==> src/rtl/dca_neugemm_step_sequencer_pkg.sv <==
// Shared definitions for the NeuGEMM step sequencer: instruction field layout,
// decoded opcode view and FSM state encoding.
package dca_neugemm_step_sequencer_pkg;

    localparam int BW_OPCODE      = 8;
    localparam int OP_NO_CAL      = 0;
    localparam int OP_LOAD_ACC    = 1;
    localparam int OP_STORE_REQ   = 2;
    localparam int OP_LD_REQ_BASE = 3;
    localparam int MAX_LD_CH      = 4;
    localparam int SYNC_BIT       = BW_OPCODE;

    typedef enum logic [1:0] {
        ST_IDLE  = 2'd0,
        ST_EXEC  = 2'd1,
        ST_DRAIN = 2'd2
    } step_state_e;

    typedef struct packed {
        logic no_cal;
        logic load_acc;
        logic store_req;
        logic sync;
    } step_op_t;

endpackage

==> src/rtl/dca_neugemm_step_sequencer_credit_counter.sv <==
// Outstanding-store credit counter: push adds a credit, ack returns one, an ack
// with nothing outstanding is held at zero and latched as a sticky underflow.
module dca_store_credit_counter #(
    parameter int DEPTH  = 3,
    parameter int BW_CNT = $clog2(DEPTH + 1)
) (
    input  logic              clk,
    input  logic              rstnn,
    input  logic              clear,
    input  logic              inc,
    input  logic              dec,
    output logic [BW_CNT-1:0] count,
    output logic              full,
    output logic              empty_next,
    output logic              underflow
);

    logic [BW_CNT-1:0] count_next;
    logic              underflow_hit;

    assign full       = (count == BW_CNT'(DEPTH));
    assign empty_next = (count_next == '0);

    always_comb begin
        count_next    = count;
        underflow_hit = 1'b0;
        if (clear) begin
            count_next = '0;
        end else if (inc && !dec) begin
            count_next = count + 1'b1;
        end else if (dec && !inc) begin
            if (count == '0) begin
                underflow_hit = 1'b1;
            end else begin
                count_next = count - 1'b1;
            end
        end
    end

    always_ff @(posedge clk or negedge rstnn) begin
        if (!rstnn) begin
            count     <= '0;
            underflow <= 1'b0;
        end else begin
            count <= count_next;
            if (clear) begin
                underflow <= 1'b0;
            end else if (underflow_hit) begin
                underflow <= 1'b1;
            end
        end
    end

endmodule

==> src/rtl/dca_neugemm_step_sequencer.sv <==
// NeuGEMM step sequencer: gates each blocked step on load-LSU, accumulator and
// store-credit readiness, issues it to the array and retires it on completion.
module dca_neugemm_step_sequencer
    import dca_neugemm_step_sequencer_pkg::*;
#(
    parameter int NUM_LD_CH    = 2,
    parameter int STORE_CREDIT = 3,
    parameter int BW_INST      = 64,
    parameter int BW_STALL     = 32,
    parameter int BW_CREDIT    = $clog2(STORE_CREDIT + 1)
) (
    input  logic                 clk,
    input  logic                 rstnn,
    input  logic                 clear,
    input  logic                 enable,
    output logic                 busy,
    input  logic                 inst_valid,
    input  logic [BW_INST-1:0]   inst,
    output logic                 inst_ready,
    input  logic [NUM_LD_CH-1:0] ld_ready,
    output logic [NUM_LD_CH-1:0] ld_req,
    output logic [NUM_LD_CH-1:0] ld_pop,
    input  logic                 acc_ready,
    output logic                 acc_pop,
    output logic                 st_push,
    input  logic                 st_ack,
    input  logic                 array_ready,
    output logic                 array_issue,
    output logic [BW_INST-1:0]   array_inst,
    input  logic                 array_done,
    output logic [BW_CREDIT-1:0] credit_used,
    output logic                 err_underflow,
    output logic [BW_STALL-1:0]  stall_cycles
);

    step_state_e          state;
    step_state_e          state_next;
    step_op_t             op;
    logic [NUM_LD_CH-1:0] ld_mask;
    logic                 active;
    logic                 ld_ok;
    logic                 acc_ok;
    logic                 st_ok;
    logic                 credit_full;
    logic                 credit_empty_next;
    logic                 issue;
    logic                 retire;
    logic                 stall_hit;

    assign op.no_cal    = inst[OP_NO_CAL];
    assign op.load_acc  = inst[OP_LOAD_ACC];
    assign op.store_req = inst[OP_STORE_REQ];
    assign op.sync      = inst[SYNC_BIT];
    assign ld_mask      = inst[OP_LD_REQ_BASE +: NUM_LD_CH];

    // Outputs are forced low while reset is held or a soft clear is in progress.
    assign active = rstnn & ~clear;
    assign ld_ok  = &(ld_ready | ~ld_mask);
    assign acc_ok = ~op.load_acc | acc_ready;
    assign st_ok  = ~op.store_req | ~credit_full;

    always_comb begin
        state_next = state;
        issue      = 1'b0;
        retire     = 1'b0;
        stall_hit  = 1'b0;
        case (state)
            ST_IDLE: begin
                if (enable && inst_valid) begin
                    if (op.no_cal) begin
                        retire = acc_ok & st_ok;
                    end else begin
                        issue = array_ready & ld_ok & acc_ok & st_ok;
                    end
                    stall_hit = ~(issue | retire);
                end
                if (issue) begin
                    state_next = ST_EXEC;
                end else if (retire) begin
                    state_next = op.sync ? ST_DRAIN : ST_IDLE;
                end
            end
            ST_EXEC: begin
                if (array_done) begin
                    retire     = 1'b1;
                    state_next = op.sync ? ST_DRAIN : ST_IDLE;
                end
            end
            ST_DRAIN: begin
                if (credit_empty_next) begin
                    state_next = ST_IDLE;
                end
            end
            default: state_next = ST_IDLE;
        endcase
    end

    always_ff @(posedge clk or negedge rstnn) begin
        if (!rstnn) begin
            state <= ST_IDLE;
        end else if (clear) begin
            state <= ST_IDLE;
        end else begin
            state <= state_next;
        end
    end

    always_ff @(posedge clk or negedge rstnn) begin
        if (!rstnn) begin
            stall_cycles <= '0;
        end else if (clear) begin
            stall_cycles <= '0;
        end else if (stall_hit && !(&stall_cycles)) begin
            stall_cycles <= stall_cycles + 1'b1;
        end
    end

    assign array_issue = active & issue;
    assign ld_req      = (active & issue) ? ld_mask : '0;
    assign inst_ready  = active & retire;
    assign ld_pop      = (active & retire) ? ld_mask : '0;
    assign acc_pop     = active & retire & op.load_acc;
    assign st_push     = active & retire & op.store_req;
    assign busy        = active & (state != ST_IDLE);
    assign array_inst  = active ? inst : '0;

    dca_store_credit_counter #(
        .DEPTH  (STORE_CREDIT),
        .BW_CNT (BW_CREDIT)
    ) u_credit (
        .clk        (clk),
        .rstnn      (rstnn),
        .clear      (clear),
        .inc        (st_push),
        .dec        (st_ack),
        .count      (credit_used),
        .full       (credit_full),
        .empty_next (credit_empty_next),
        .underflow  (err_underflow)
    );

endmodule

==> config.mk <==
export PLATFORM = sky130hd
export DESIGN_NAME = dca_neugemm_step_sequencer
export DESIGN_NICKNAME = d
export VERILOG_FILES = /design/src/rtl/dca_neugemm_step_sequencer_pkg.sv /design/src/rtl/dca_neugemm_step_sequencer_credit_counter.sv /design/src/rtl/dca_neugemm_step_sequencer.sv
export SDC_FILE = /design/constraint.sdc
export NUM_CORES = 1
export LEC_CHECK = 0
export BUFFER_PORTS_ARGS = -buffer_cell sky130_fd_sc_hd__buf_4
export CORE_ASPECT_RATIO = 0.9
export CORE_UTILIZATION = 43
export DETAILED_ROUTE_END_ITERATION = 16
export PLACE_DENSITY = 0.93
export REMOVE_ABC_BUFFERS = 1
export SLEW_MARGIN = 20
export SYNTH_ARGS = -nofsm -noshare
export SYNTH_HDL_FRONTEND = slang
export SYNTH_HIERARCHICAL = 1
export SYNTH_SLANG_ARGS = --single-unit
==> constraint.sdc <==
create_clock -name clk -period 4.35 [get_ports clk]
set_clock_uncertainty 0.2 [all_clocks]
set_input_delay 1.0875 -clock clk [delete_from_list [all_inputs] [get_ports clk]]
set_output_delay 1.0875 -clock clk [all_outputs]
set_load 0.005 [all_outputs]
== Yosys cells after proc, flatten, opt, wreduce, memory -nomap -nowiden ==
Cells that the tools add are included.
Word-level totals
  latch bits: 0
  bits of input ports: 75
  memory bits (writable): 0
  flip-flop bits (word level): 37
  output and inout bits: 108
  logic and storage cells: 86
  ROM bits: 0
  memories kept: 0
Cells by class
  multipliers: 0
  reductions and logical operators: 16
  bitwise logic cells: 20
  shift-type cells: 0
  multiplexer cells: 37
  divide/modulo/power cells: 0
  $add $sub $neg: 3
  order comparisons: 0
  equality and inequality tests: 6
Operator list (count)
  2-to-1 mux 32 bit: 2
  2-to-1 mux 64 bit: 1
  adder 32 x 1 -> 32 bit (second input constant): 1
  AND reduction 32 bit: 1
  2-to-1 mux 2 bit: 12
  2-to-1 mux 1 bit: 20
  bitwise AND 1 bit: 10
  zero test 2 bit: 3
  != test 3 bit (second input constant): 2
  one-hot mux 2 bit (3 select lines): 1
  nonzero test 2 bit: 3
  NOT 1 bit: 5
  equality test 2 bit (second input constant): 2
  logical AND 1 bit: 4
  != test 4 x 3 -> 1 bit (second input constant): 1
  zero test 1 bit: 3
  OR 1 bit: 3
  AND reduction 3 bit: 1
  adder 2 x 1 -> 2 bit (second input constant): 1
  equality test 2 x 1 -> 1 bit (second input constant): 1
  NOT 2 bit: 1
  OR 2 bit: 1
  one-hot mux 1 bit (2 select lines): 1
  AND reduction 2 bit: 1
  subtractor 2 x 1 -> 2 bit (second input constant): 1

== Longest topological paths before layout ==
Gate-level depths: netlist (run 1).
  depth after elaboration: 21
  gate-level depth with buffers: 11
  depth with buffers taken out: 11

== By module ==
Netlist (run 1), hierarchy kept.
Modules (own cells, without submodules)
  dca_neugemm_step_sequencer: sequential area each 850.8 µm², cells each 316, instances 1, area each 2632.5 µm²
  dca_store_credit_counter: sequential area each 75.1 µm², cells each 23, instances 1, area each 236.5 µm²

== Worst setup path after synthesis (run 1) ==
No wires, ideal clock.
  kind: in2out
  start point: in inst[1]
  end point: out st_push
  setup slack: 0.587 ns
  path buffers: 0
  stages: 5
  data required time: 3.062 ns
  arrival time: 2.476 ns
  cells stage by stage: inv_1 -> o21ai_2 -> or4b_1 -> a211oi_1 -> and2_1
On the way
  longest elaborated chain between the ends: 11
RTL lines
  from (decl): line dca_neugemm_step_sequencer.sv:18  | input logic [BW_INST-1:0] inst,
  NOT 1 bit: line dca_neugemm_step_sequencer.sv:59  | assign acc_ok = ~op.load_acc | acc_ready;
  OR 1 bit: line dca_neugemm_step_sequencer.sv:59
  bitwise AND 1 bit: line dca_neugemm_step_sequencer.sv:71  | retire = acc_ok & st_ok;
  2-to-1 mux 1 bit: line dca_neugemm_step_sequencer.sv:70  | if (op.no_cal) begin
  2-to-1 mux 1 bit: line dca_neugemm_step_sequencer.sv:69  | if (enable && inst_valid) begin
  2-to-1 mux 1 bit: line dca_neugemm_step_sequencer.sv:67  | case (state)
  2-to-1 mux 1 bit: line dca_neugemm_step_sequencer.sv:69
  2-to-1 mux 1 bit: line dca_neugemm_step_sequencer.sv:67
  one-hot mux 1 bit (2 select lines): line dca_neugemm_step_sequencer.sv:67
  bitwise AND 1 bit
  net inst_ready: line dca_neugemm_step_sequencer.sv:19  | output logic inst_ready,
  bitwise AND 1 bit: line dca_neugemm_step_sequencer.sv:123  | assign st_push = active & retire & op.store_req;
  to (decl): line dca_neugemm_step_sequencer.sv:25  | output logic st_push,
The timed path passes the listed nets, and every way through them passes these cells. The select of a mux whose other input is x is not followed.

== Worst setup path in the final report (run 1) ==
  start point: in inst[1]
  end point: out st_push
On the way
  longest elaborated chain between the ends: 11
RTL lines (line)
  NOT 1 bit: dca_neugemm_step_sequencer.sv:59
  OR 1 bit: dca_neugemm_step_sequencer.sv:59
  bitwise AND 1 bit: dca_neugemm_step_sequencer.sv:71
  2-to-1 mux 1 bit: dca_neugemm_step_sequencer.sv:70
  2-to-1 mux 1 bit: dca_neugemm_step_sequencer.sv:69
  2-to-1 mux 1 bit: dca_neugemm_step_sequencer.sv:67
  2-to-1 mux 1 bit: dca_neugemm_step_sequencer.sv:69
  2-to-1 mux 1 bit: dca_neugemm_step_sequencer.sv:67
  one-hot mux 1 bit (2 select lines): dca_neugemm_step_sequencer.sv:67
  bitwise AND 1 bit (2 in series): dca_neugemm_step_sequencer.sv:123
No other way between the ends. The select of a mux whose other input is x is not followed.

==> flow_summary.json, run 1 <==
{
  "stdcell_count": 599,
  "postRouteAntennaNets": 0,
  "setup_viol": 0,
  "power_switching_w": 0.000189,
  "synth_top_family_by_area": "simple AND/OR/NAND/NOR gates",
  "dpl.cell_count": 592,
  "fin_setup_tns_ps": 0,
  "cap_violations": 0,
  "layout-area-overhead-vs-synth_pct": 52.1,
  "critPathArrivalTime_ps": 2940,
  "ctsLongestPathBuffers": 2,
  "ff_latch_area_um2": 926,
  "p_comb_frac": 0.212,
  "hold_path.class": "reg2reg",
  "synthMuxAreaShare": 0.0148,
  "dp_hpwl_um": 8320,
  "ioPinCount": 183,
  "ys_ff_latch": 37,
  "rsz0062_at_grt": "false",
  "clock_latency_ps": 290,
  "crit_required_ps": 3060,
  "syn_avg_cell_area_um2": 8.46,
  "tightest_slew_ps": 981,
  "clk_pin_slew_ps": 70,
  "cts_resized": 0,
  "grt_pass1_wl_um": 16400,
  "die_area_um2": 7000,
  "vias_per_cell": 5.72,
  "diodes": 0,
  "synth_ff_type": "dfrtp_1",
  "yosysSeqAreaShare": 0.323,
  "maxSlewHeadroom": 0.346,
  "p_clk_frac": 0.325,
  "cp-start-kind": "input pin",
  "hold_viol_final": 0,
  "grt.overflow.total": 0,
  "cts_setup_buffers": 0,
  "die_h_um": 79.5,
  "clkSinkCount": 37,
  "leakagePower_nw": 2.00,
  "grt_max_degree": 55,
  "synth-compound-area-share": 0.184,
  "period_share": 0.972,
  "syn_inst": 339,
  "crit_path_max_fanout": 6,
  "yosysUniqueCellTypes": 50,
  "die_w_um": 88.1,
  "wl_per_cell_um": 17.9,
  "power_frac_seq": 0.463,
  "sw_frac_of_total": 0.251,
  "layout_setup_ws_ps": 121,
  "yosys_warnings": 6,
  "power.internal_w": 0.000563,
  "finalMaxSlewViolations": 0,
  "synth-edff-count": 0,
  "power_density_nw_per_um2": 172,
  "cts_hold_buf": 0,
  "layout-drive-gt1-share": 0.412,
  "yosys.area_share.simple": 0.413,
  "worstSetupEndpointType": "output pin",
  "synth_xor_area_frac": 0.00305,
  "cts-root-buf": "clkbuf_8",
  "num_vias": 3427,
  "first_iter_violations": 184,
  "grt_pass1_vias": 3223,
  "grt.total_usage": 0.307,
  "antenna_found_initial": 0,
  "cts_made_buffers": 5,
  "status": "finished clean",
  "post-route-drc-count": 0,
  "port_buffers": 182,
  "place_ws_ps": 148,
  "max_freq_mhz": 236,
  "htree_num_levels": 2,
  "min_period_ps": 4230,
  "crit_type": "in2out",
  "ir_drop_v": 0.000118,
  "synthAdderAreaFrac": 0.0218,
  "nets": 592,
  "async_reset_ff_frac": 1.00,
  "gp_congestion": 0.891,
  "first_pass_iters": 4,
  "core.rowCount": 27,
  "nFillCells": 514,
  "floorplan.initialDensity": 0.457,
  "tritoncts": "built",
  "core_area_um2": 6280,
  "routed_wl_um": 10700,
  "syn_area_um2": 2870,
  "multiInputGateArea_um2": 1830
}
-- layer usage --
layer,track usage,share of wire,vias up
li1,-,-,1603
met1,0.387,0.42,1619
met2,0.515,0.48,177
met3,0.0651,0.076,28
met4,0.111,0.026,0
met5,0,0,-
-- layout make-up --
| class | instances | area share |
|---|---|---|
| Clock buffer | 7 | 0.0198 |
| Inverter | 4 | 0.00344 |
| Multi-Input combinational cell | 278 | 0.420 |
| Sequential cell | 37 | 0.212 |
| Tap cell | 87 | 0.0249 |
| Timing Repair Buffer | 186 | 0.320 |
-- placed cells by master, fill, tap and decap left out, types with 11 or more instances in the layout --
cell and instances:
and2_1 70, nor2_1 13, nand2_1 12, nand3_1 21, o31ai_1 25, nand4_1 11, or4_1 24, dfrtp_1 37
buf_4 186, a21oi_1 32
-- flip-flops by register name (all words and copies together) (netlist names) --
signal,count
u_credit/underflow,1
u_credit/count,2
stall_cycles,32
state,2
-- Yosys cell counts, types with 2 or more instances --
master	count	area (um2)
nor2_1	13	48.8
dfrtp_1	37	926
o211ai_1	2	15.0
nand4_1	11	68.8
or3_1	6	37.5
a21oi_1	32	160
nor3_4	2	32.5
or4b_1	2	20.0
mux2i_1	2	20.0
buf_4	2	15.0
or4_1	24	180
nor4_1	2	12.5
nand2b_1	3	18.8
clkbuf_1	15	56.3
o31ai_1	25	188
a31o_2	3	26.3
nand3_1	21	105
mux2_2	2	22.5
nand2_1	12	45.0
and2_1	70	438
and3_1	6	37.5
or2_2	3	18.8
buf_6	2	22.5
o21ai_1	2	10.0
ha_1	5	62.6
nor3_1	3	15.0
nor2b_1	2	12.5
o21ai_0	5	25.0
inv_1	4	15.0
-- cells by family (layout without fill, tap and decap cells) --
logic type | Yosys count | after routing
flip-flops | 37 | 37
adder cells (fa/ha/maj) | 5 | 5
buffers and inverters | 24 | 197
AND/OR/NAND/NOR | 190 | 190
AO/OA/AOI/OAI | 78 | 78
XOR/XNOR | 1 | 1
multiplexers | 4 | 4
-- final timing paths --
| path | from | endpoint | slack (ps) | cells after the start |
|---|---|---|---|---|
| setup / recovery | inst[1] | st_push | 120 | 7 |
| hold / removal | u_credit/underflow$_DFFE_PN0P_ | u_credit/underflow$_DFFE_PN0P_ | 340 | 2 |
| setup reg to reg | u_credit/count[1]$_DFF_PN0_ | state[1]$_DFFE_PN0P_ | 760 | 11 |
| hold reg to reg | u_credit/underflow$_DFFE_PN0P_ | u_credit/underflow$_DFFE_PN0P_ | 340 | 2 |
| max in group asynchronous | rstnn | stall_cycles[14]$_DFFE_PN0P_ | 2950 | 2 |
| min in group asynchronous | rstnn | state[0]$_DFFE_PN0P_ | 390 | 1 |
-- power by group through the flow --
stage	Combinational [W]	Clock, W	Sequential, W
after detailed placement	0.000158	0	0.000354
after global routing	0.000170	0.000259	0.000348
after CTS	0.000159	0.000248	0.000348
after global placement	0.000155	0	0.000354
after floorplan	0.0000412	0	0.000354
final	0.000159	0.000244	0.000348
-- critical path, cell delays in order --
cell and delay (ps):
buf_4 110, inv_1 80, o21ai_2 120, or4b_1 540
a211oi_1 530, and2_1 310, buf_4 150
-- per-stage QoR --
| stage | area (um2) | total power [W] | hold slack (ps) | util |
|---|---|---|---|---|
| 6_report | 4360 | 0.000751 | 340 | 0.695 |
| 5_1_grt | 4360 | 0.000777 | 385 | 0.695 |
| 4_1_cts | 4360 | 0.000755 | 336 | 0.695 |
| 3_5_place_dp | 4280 | 0.000513 | 321 | 0.681 |
| 3_3_place_gp | 4280 | 0.000509 | 308 | 0.681 |
| 2_1_floorplan | 2770 | 0.000395 | 286 | - |
(Power assumes the default switching activity.)
==> run 2: changes to the inputs <==
CORE_UTILIZATION = 39   (was 43)
PLACE_DENSITY = 0.89   (was 0.93)
clock period = 3.4 ns   (was 4.35 ns; I/O delays follow)
==> run 2 against run 1 <==
Against the previous run: sequential power grew 28%; sequential share of layout area fell by 0.86 points; critical endpoint is now acc_pop; via count grew 1.6%.
==> flow_summary.json, run 2 (synthesis results as in run 1) <==
{
  "status": "finished clean",
  "htree_num_levels": 2,
  "path_buf_inv": 3,
  "use_met1": 0.345,
  "ioPinCount": 183,
  "cts-root-buf": "clkbuf_8",
  "port_buffers": 182,
  "first_iter_violations": 247,
  "cp_common_cell": "buf_4",
  "startpoint": "inst[2]",
  "cap_violations": 0,
  "fin_setup_tns_ps": 0,
  "diodes": 0,
  "hold_path.class": "in2async",
  "min_period_ps": 3330,
  "nets": 604,
  "cp_cell_sequence": "buf_4 -> nand2_2 -> o21ai_2 -> or4b_4 -> a211oi_4 -> buf_6 -> and2_1 -> buf_4",
  "p_clk_frac": 0.421,
  "layout_setup_ws_ps": 68.0,
  "final_common_cell": "buf_4",
  "max_freq_mhz": 300,
  "worst-r2r-setup-slack_ps": 200,
  "power.internal_w": 0.000860,
  "crit_end": "acc_pop",
  "post-route-drc-count": 0,
  "power_density_nw_per_um2": 249,
  "die_h_um": 83.4,
  "num_vias": 3482,
  "crit_path_max_fanout": 4,
  "clock_latency_ps": 310,
  "stdcell_area_um2": 4560,
  "nFillCells": 551,
  "ir_drop_v": 0.000187,
  "layout-area-overhead-vs-synth_pct": 58.8,
  "clkSinkCount": 37,
  "crit_path_max_incr_delay_ps": 500,
  "core.rowCount": 29,
  "worstSetupEndpointType": "output pin",
  "grt.overflow.total": 0,
  "power_switching_w": 0.000273,
  "largest_reg_flops": 32,
  "grt_pass1_vias": 3218,
  "cts_made_buffers": 5,
  "floorplan.initialDensity": 0.405,
  "power_frac_seq": 0.392,
  "reg_top3": "stall_cycles x32, state x2, u_credit/count x2",
  "antenna_found_initial": 0,
  "tritoncts": "built",
  "use_met3": 0.0549,
  "crit_cells": 8,
  "rsz0062_at_grt": "false",
  "leakagePower_nw": 2.10,
  "final_cell_mix": "buf_4, and2_1, dfrtp_1",
  "holdWs_ps": 129,
  "gp_congestion": 0.925,
  "crit_required_ps": 2350,
  "grt_use_met2": 0.441,
  "timing.rr.end": "state[1]$_DFFE_PN0P_",
  "routed_wl_um": 10600,
  "tightest_slew_ps": 946,
  "die_area_um2": 7700,
  "ctsLongestPathBuffers": 2,
  "grt_max_degree": 42,
  "timing.rr.start": "u_credit/count[0]$_DFF_PN0_",
  "critical-path-top-delay-family": "simple AND/OR/NAND/NOR gates",
  "finalMaxSlewViolations": 0,
  "sw_frac_of_total": 0.241,
  "busiest_layer": "met2",
  "placed_cell_area_um2": 4350,
  "hold_viol_final": 0,
  "die_w_um": 92.4,
  "finalPower_w": 0.00113,
  "grt_pass1_wl_um": 16600,
  "cts_hold_buf": 0,
  "regMostFlops": "stall_cycles",
  "maxSlewHeadroom": 0.366,
  "dp_hpwl_um": 7990,
  "slowest_stage": "or4b_4",
  "clk_pin_slew_ps": 90,
  "grt.total_usage": 0.272,
  "layout-drive-gt1-share": 0.446,
  "setup_viol": 0,
  "crit_type": "in2out",
  "critPathArrivalTime_ps": 2280,
  "core_area_um2": 7080,
  "postRouteAntennaNets": 0,
  "worstRegToRegCells": 12,
  "vias_per_cell": 5.63,
  "cp-start-kind": "input pin",
  "place_ws_ps": -126,
  "period_share": 0.980,
  "wl_per_cell_um": 17.1,
  "first_pass_iters": 5,
  "p_comb_frac": 0.186
}
[run 2: changes by cell type in the layout (fill, tap and decap cells not counted), moves of 2 or more]
cell,before,now
buf_6,0,2
and2_1,70,68
buf_4,186,196
and2_4,0,2
bufinv_16,0,2
[run 2: metrics by stage]
step / utilization / cells
finish: 0.644 / 618
global route: 0.644 / 618
CTS: 0.641 / 617
floorplan: - / 319
global placement: 0.614 / 606
detailed placement: 0.614 / 606
[run 2: layout make-up]
type	instances	area, um2	share of cell area
multi-input cells	278	1870	0.410
repair buffers	198	1490	0.328
flip-flops and latches	37	927	0.204
well taps	93	116	0.0255
clock buffers	5	68.8	0.0151
clock inverters	3	68.8	0.0151
inverters	4	15.0	0.00330
[run 2: worst min path at each step]
| stage | cells past startpoint | to | slack, ps | from |
|---|---|---|---|---|
| finish | 1 | state[1]$_DFFE_PN0P_ | 130 | rstnn |
| global route | 1 | state[0]$_DFFE_PN0P_ | 120 | rstnn |
| CTS | 1 | state[1]$_DFFE_PN0P_ | 130 | rstnn |
| detailed placement | 2 | u_credit/underflow$_DFFE_PN0P_ | 320 | u_credit/underflow$_DFFE_PN0P_ |
| global placement | 2 | u_credit/underflow$_DFFE_PN0P_ | 310 | u_credit/underflow$_DFFE_PN0P_ |
| floorplan | 2 | u_credit/underflow$_DFFE_PN0P_ | 290 | u_credit/underflow$_DFFE_PN0P_ |
[run 2: worst reg2reg max path, cell delays in order, from the launching register on]
cell      delay (ps)
dfrtp_1          410
ha_1             220
nand2_2           60
o21ai_2           60
or4b_4           500
a211oi_4         280
and2_4           190
buf_4            120
and2b_1          200
a222oi_1         420
o21ba_1          170
nor4b_1           40
a31o_2           220
[run 2: repair_timing]
action,in CTS,in global routing
gates resized for setup,9,3
pin swaps,3,4
buffers inserted,3,1
setup endpoints to repair,6,6
endpoints found under the hold margin,0,0
[run 2: power groups by stage]
stage	Clock (W)	Sequential, W	Combinational (W)
floorplan	0	0.000453	0.0000528
global placement	0	0.000453	0.000202
detailed placement	0	0.000453	0.000207
CTS	0.000477	0.000445	0.000210
global route	0.000494	0.000445	0.000227
finish	0.000478	0.000445	0.000211
[run 2: routing by layer]
layer  part of all wire  up-vias
met5                  0        -
met4              0.045        0
met3              0.069       33
met2               0.49      158
met1               0.40     1664
li1                   -     1627
==> run 3: changes to the inputs <==
CORE_ASPECT_RATIO = unset   (was 0.9)
==> run 3 against run 2 <==
Against the previous run: combinational power is essentially flat; first-iteration DRC count grew 11%; count of clock-buffer cells in the layout grew 1; maximum frequency shrank 0.30%; non-clock buffer count shrank 5; final area shrank 1.9%; register-to-register slack gained 110 ps; power shrank 15%; via count shrank 1.6%; sequential power is essentially flat; final cell count shrank 0.32%; sequential cell count is the same; critical path type unchanged; largest power group is now registers; highest routed layer unchanged.
==> flow_summary.json, run 3 (synthesis results as in run 1) <==
{
  "ff_latch_area_um2": 928,
  "first_iter_violations": 273,
  "crit_path_max_incr_delay_ps": 510,
  "stdcell_count": 616,
  "power_density_nw_per_um2": 216,
  "critical-path-top-delay-family": "simple AND/OR/NAND/NOR gates",
  "routed_wl_um": 10700,
  "crit_path_max_fanout": 5,
  "power_frac_seq": 0.461,
  "stdcell_area_um2": 4470,
  "critPathArrivalTime_ps": 2290,
  "core_area_um2": 6940,
  "reg_top3": "stall_cycles x32, state x2, u_credit/count x2",
  "htree_num_levels": 2,
  "ir_drop_v": 0.000149,
  "post-route-drc-count": 0,
  "clkSinkCount": 37,
  "tightest_slew_ps": 903,
  "layout-drive-gt1-share": 0.435,
  "setup_viol": 0,
  "vias_per_cell": 5.56,
  "maxSlewHeadroom": 0.395,
  "cp_cell_sequence": "buf_4 -> nand2_1 -> o21ai_2 -> buf_4 -> or4_4 -> nor4_4 -> and2_1 -> buf_4",
  "grt_pass1_vias": 3114,
  "floorplan.initialDensity": 0.413,
  "clock_latency_ps": 300,
  "fin_setup_tns_ps": 0,
  "cp_common_cell": "buf_4",
  "status": "finished clean",
  "slowest_stage": "or4_4",
  "cap_violations": 0,
  "nets": 599,
  "rsz0062_at_grt": "true",
  "die_area_um2": 7700,
  "hold_viol_final": 0,
  "nFillCells": 607,
  "p_clk_frac": 0.322,
  "p_comb_frac": 0.217,
  "leakagePower_nw": 2.05,
  "port_buffers": 182,
  "multiInputGateArea_um2": 1860,
  "num_vias": 3426,
  "crit_required_ps": 2350,
  "ioPinCount": 183,
  "layout-area-overhead-vs-synth_pct": 55.7,
  "post-route-util": 0.643,
  "path_buf_inv": 3,
  "period_share": 0.983,
  "grt.overflow.total": 0,
  "min_period_ps": 3340,
  "dp_hpwl_um": 8300,
  "grt_max_degree": 64,
  "tritoncts": "built",
  "grt.total_usage": 0.276,
  "regMostFlops": "stall_cycles",
  "die_w_um": 87.8,
  "sw_frac_of_total": 0.269,
  "gp_congestion": 0.925,
  "hold_path.class": "reg2reg",
  "worstSetupEndpointType": "output pin",
  "crit_type": "in2out",
  "power.internal_w": 0.000705,
  "core.rowCount": 30,
  "cts-root-buf": "clkbuf_8",
  "cp-start-kind": "input pin",
  "die_h_um": 87.8,
  "first_pass_iters": 5,
  "final_common_cell": "buf_4",
  "max_freq_mhz": 299,
  "diodes": 0,
  "grt_pass1_wl_um": 16200,
  "finalMaxSlewViolations": 0,
  "placed_cell_area_um2": 4330,
  "ctsLongestPathBuffers": 2,
  "power_switching_w": 0.000260,
  "cts_made_buffers": 5,
  "finalPower_w": 0.000965,
  "dpl.cell_count": 605,
  "wl_per_cell_um": 17.4,
  "largest_reg_flops": 32,
  "final_cell_mix": "buf_4, and2_1, dfrtp_1",
  "postRouteAntennaNets": 0,
  "clk_pin_slew_ps": 80,
  "cts_hold_buf": 0,
  "antenna_found_initial": 0
}
==> run 3: cell count changes in the layout (fill, tap and decap cells not counted), moves of 2 or more <==
cell,before,now
buf_4,196,192
bufinv_16,2,0
and2_4,2,0
clkinv_2,0,2
buf_6,2,0
==> run 3: worst min-delay path: cells and delay by family (launching register included) <==
family | cells | cell delay (ps)
AO/OA/AOI/OAI | 1 | 50
AND/OR/NAND/NOR | 1 | 80
flip-flops | 1 | 370
==> run 3: routing by layer <==
metal | track usage | part of all wire
met5 | 0 | 0
met4 | 0.0596 | 0.013
met3 | 0.0735 | 0.082
met2 | 0.440 | 0.47
met1 | 0.374 | 0.44
==> run 3: metrics by stage <==
| stage | hold slack, ps | setup WS, ps |
|---|---|---|
| 6_report | 337 | 57.9 |
| 5_1_grt | 373 | -15.3 |
| 4_1_cts | 332 | -14.6 |
| 3_5_place_dp | 314 | -230 |
| 3_3_place_gp | 309 | -98.3 |
| 2_1_floorplan | 286 | -95.8 |
==> run 3: final cells by class <==
cell class,count,share of cell area
Clock inverter,2,0.00224
Clock buffer,6,0.0162
Tap cell,96,0.0269
Multi-Input combinational cell,278,0.416
Timing Repair Buffer,193,0.327
Inverter,4,0.00336
Sequential cell,37,0.208
==> run 3: path summary, 6_finish.rpt <==
| check | start | end | slack, ps | depth (start not counted) |
|---|---|---|---|---|
| setup / recovery | inst[2] | ld_req[0] | 60 | 8 |
| hold / removal | u_credit/underflow$_DFFE_PN0P_ | u_credit/underflow$_DFFE_PN0P_ | 340 | 2 |
| setup reg to reg | u_credit/count[0]$_DFF_PN0_ | state[1]$_DFFE_PN0P_ | 310 | 11 |
| hold reg to reg | u_credit/underflow$_DFFE_PN0P_ | u_credit/underflow$_DFFE_PN0P_ | 340 | 2 |
| max in group asynchronous | rstnn | u_credit/count[1]$_DFF_PN0_ | 2230 | 2 |
| min in group asynchronous | rstnn | stall_cycles[29]$_DFFE_PN0P_ | 420 | 2 |
==> run 3: timing repair <==
action | in CTS | in global routing
gates resized for setup | 6 | 2
pin swaps | 3 | 3
cloned | 0 | 0
setup endpoints to repair | 7 | 6
setup buffers | 0 | 3
==> run 3: power by group through the flow <==
stage                     clock (W)  sequential, W  combinational (W)
after CTS                  0.000311       0.000445           0.000210
final                      0.000311       0.000445           0.000209
after floorplan                   0       0.000453          0.0000528
after global routing       0.000339       0.000445           0.000225
after detailed placement          0       0.000454           0.000208
after global placement            0       0.000453           0.000204
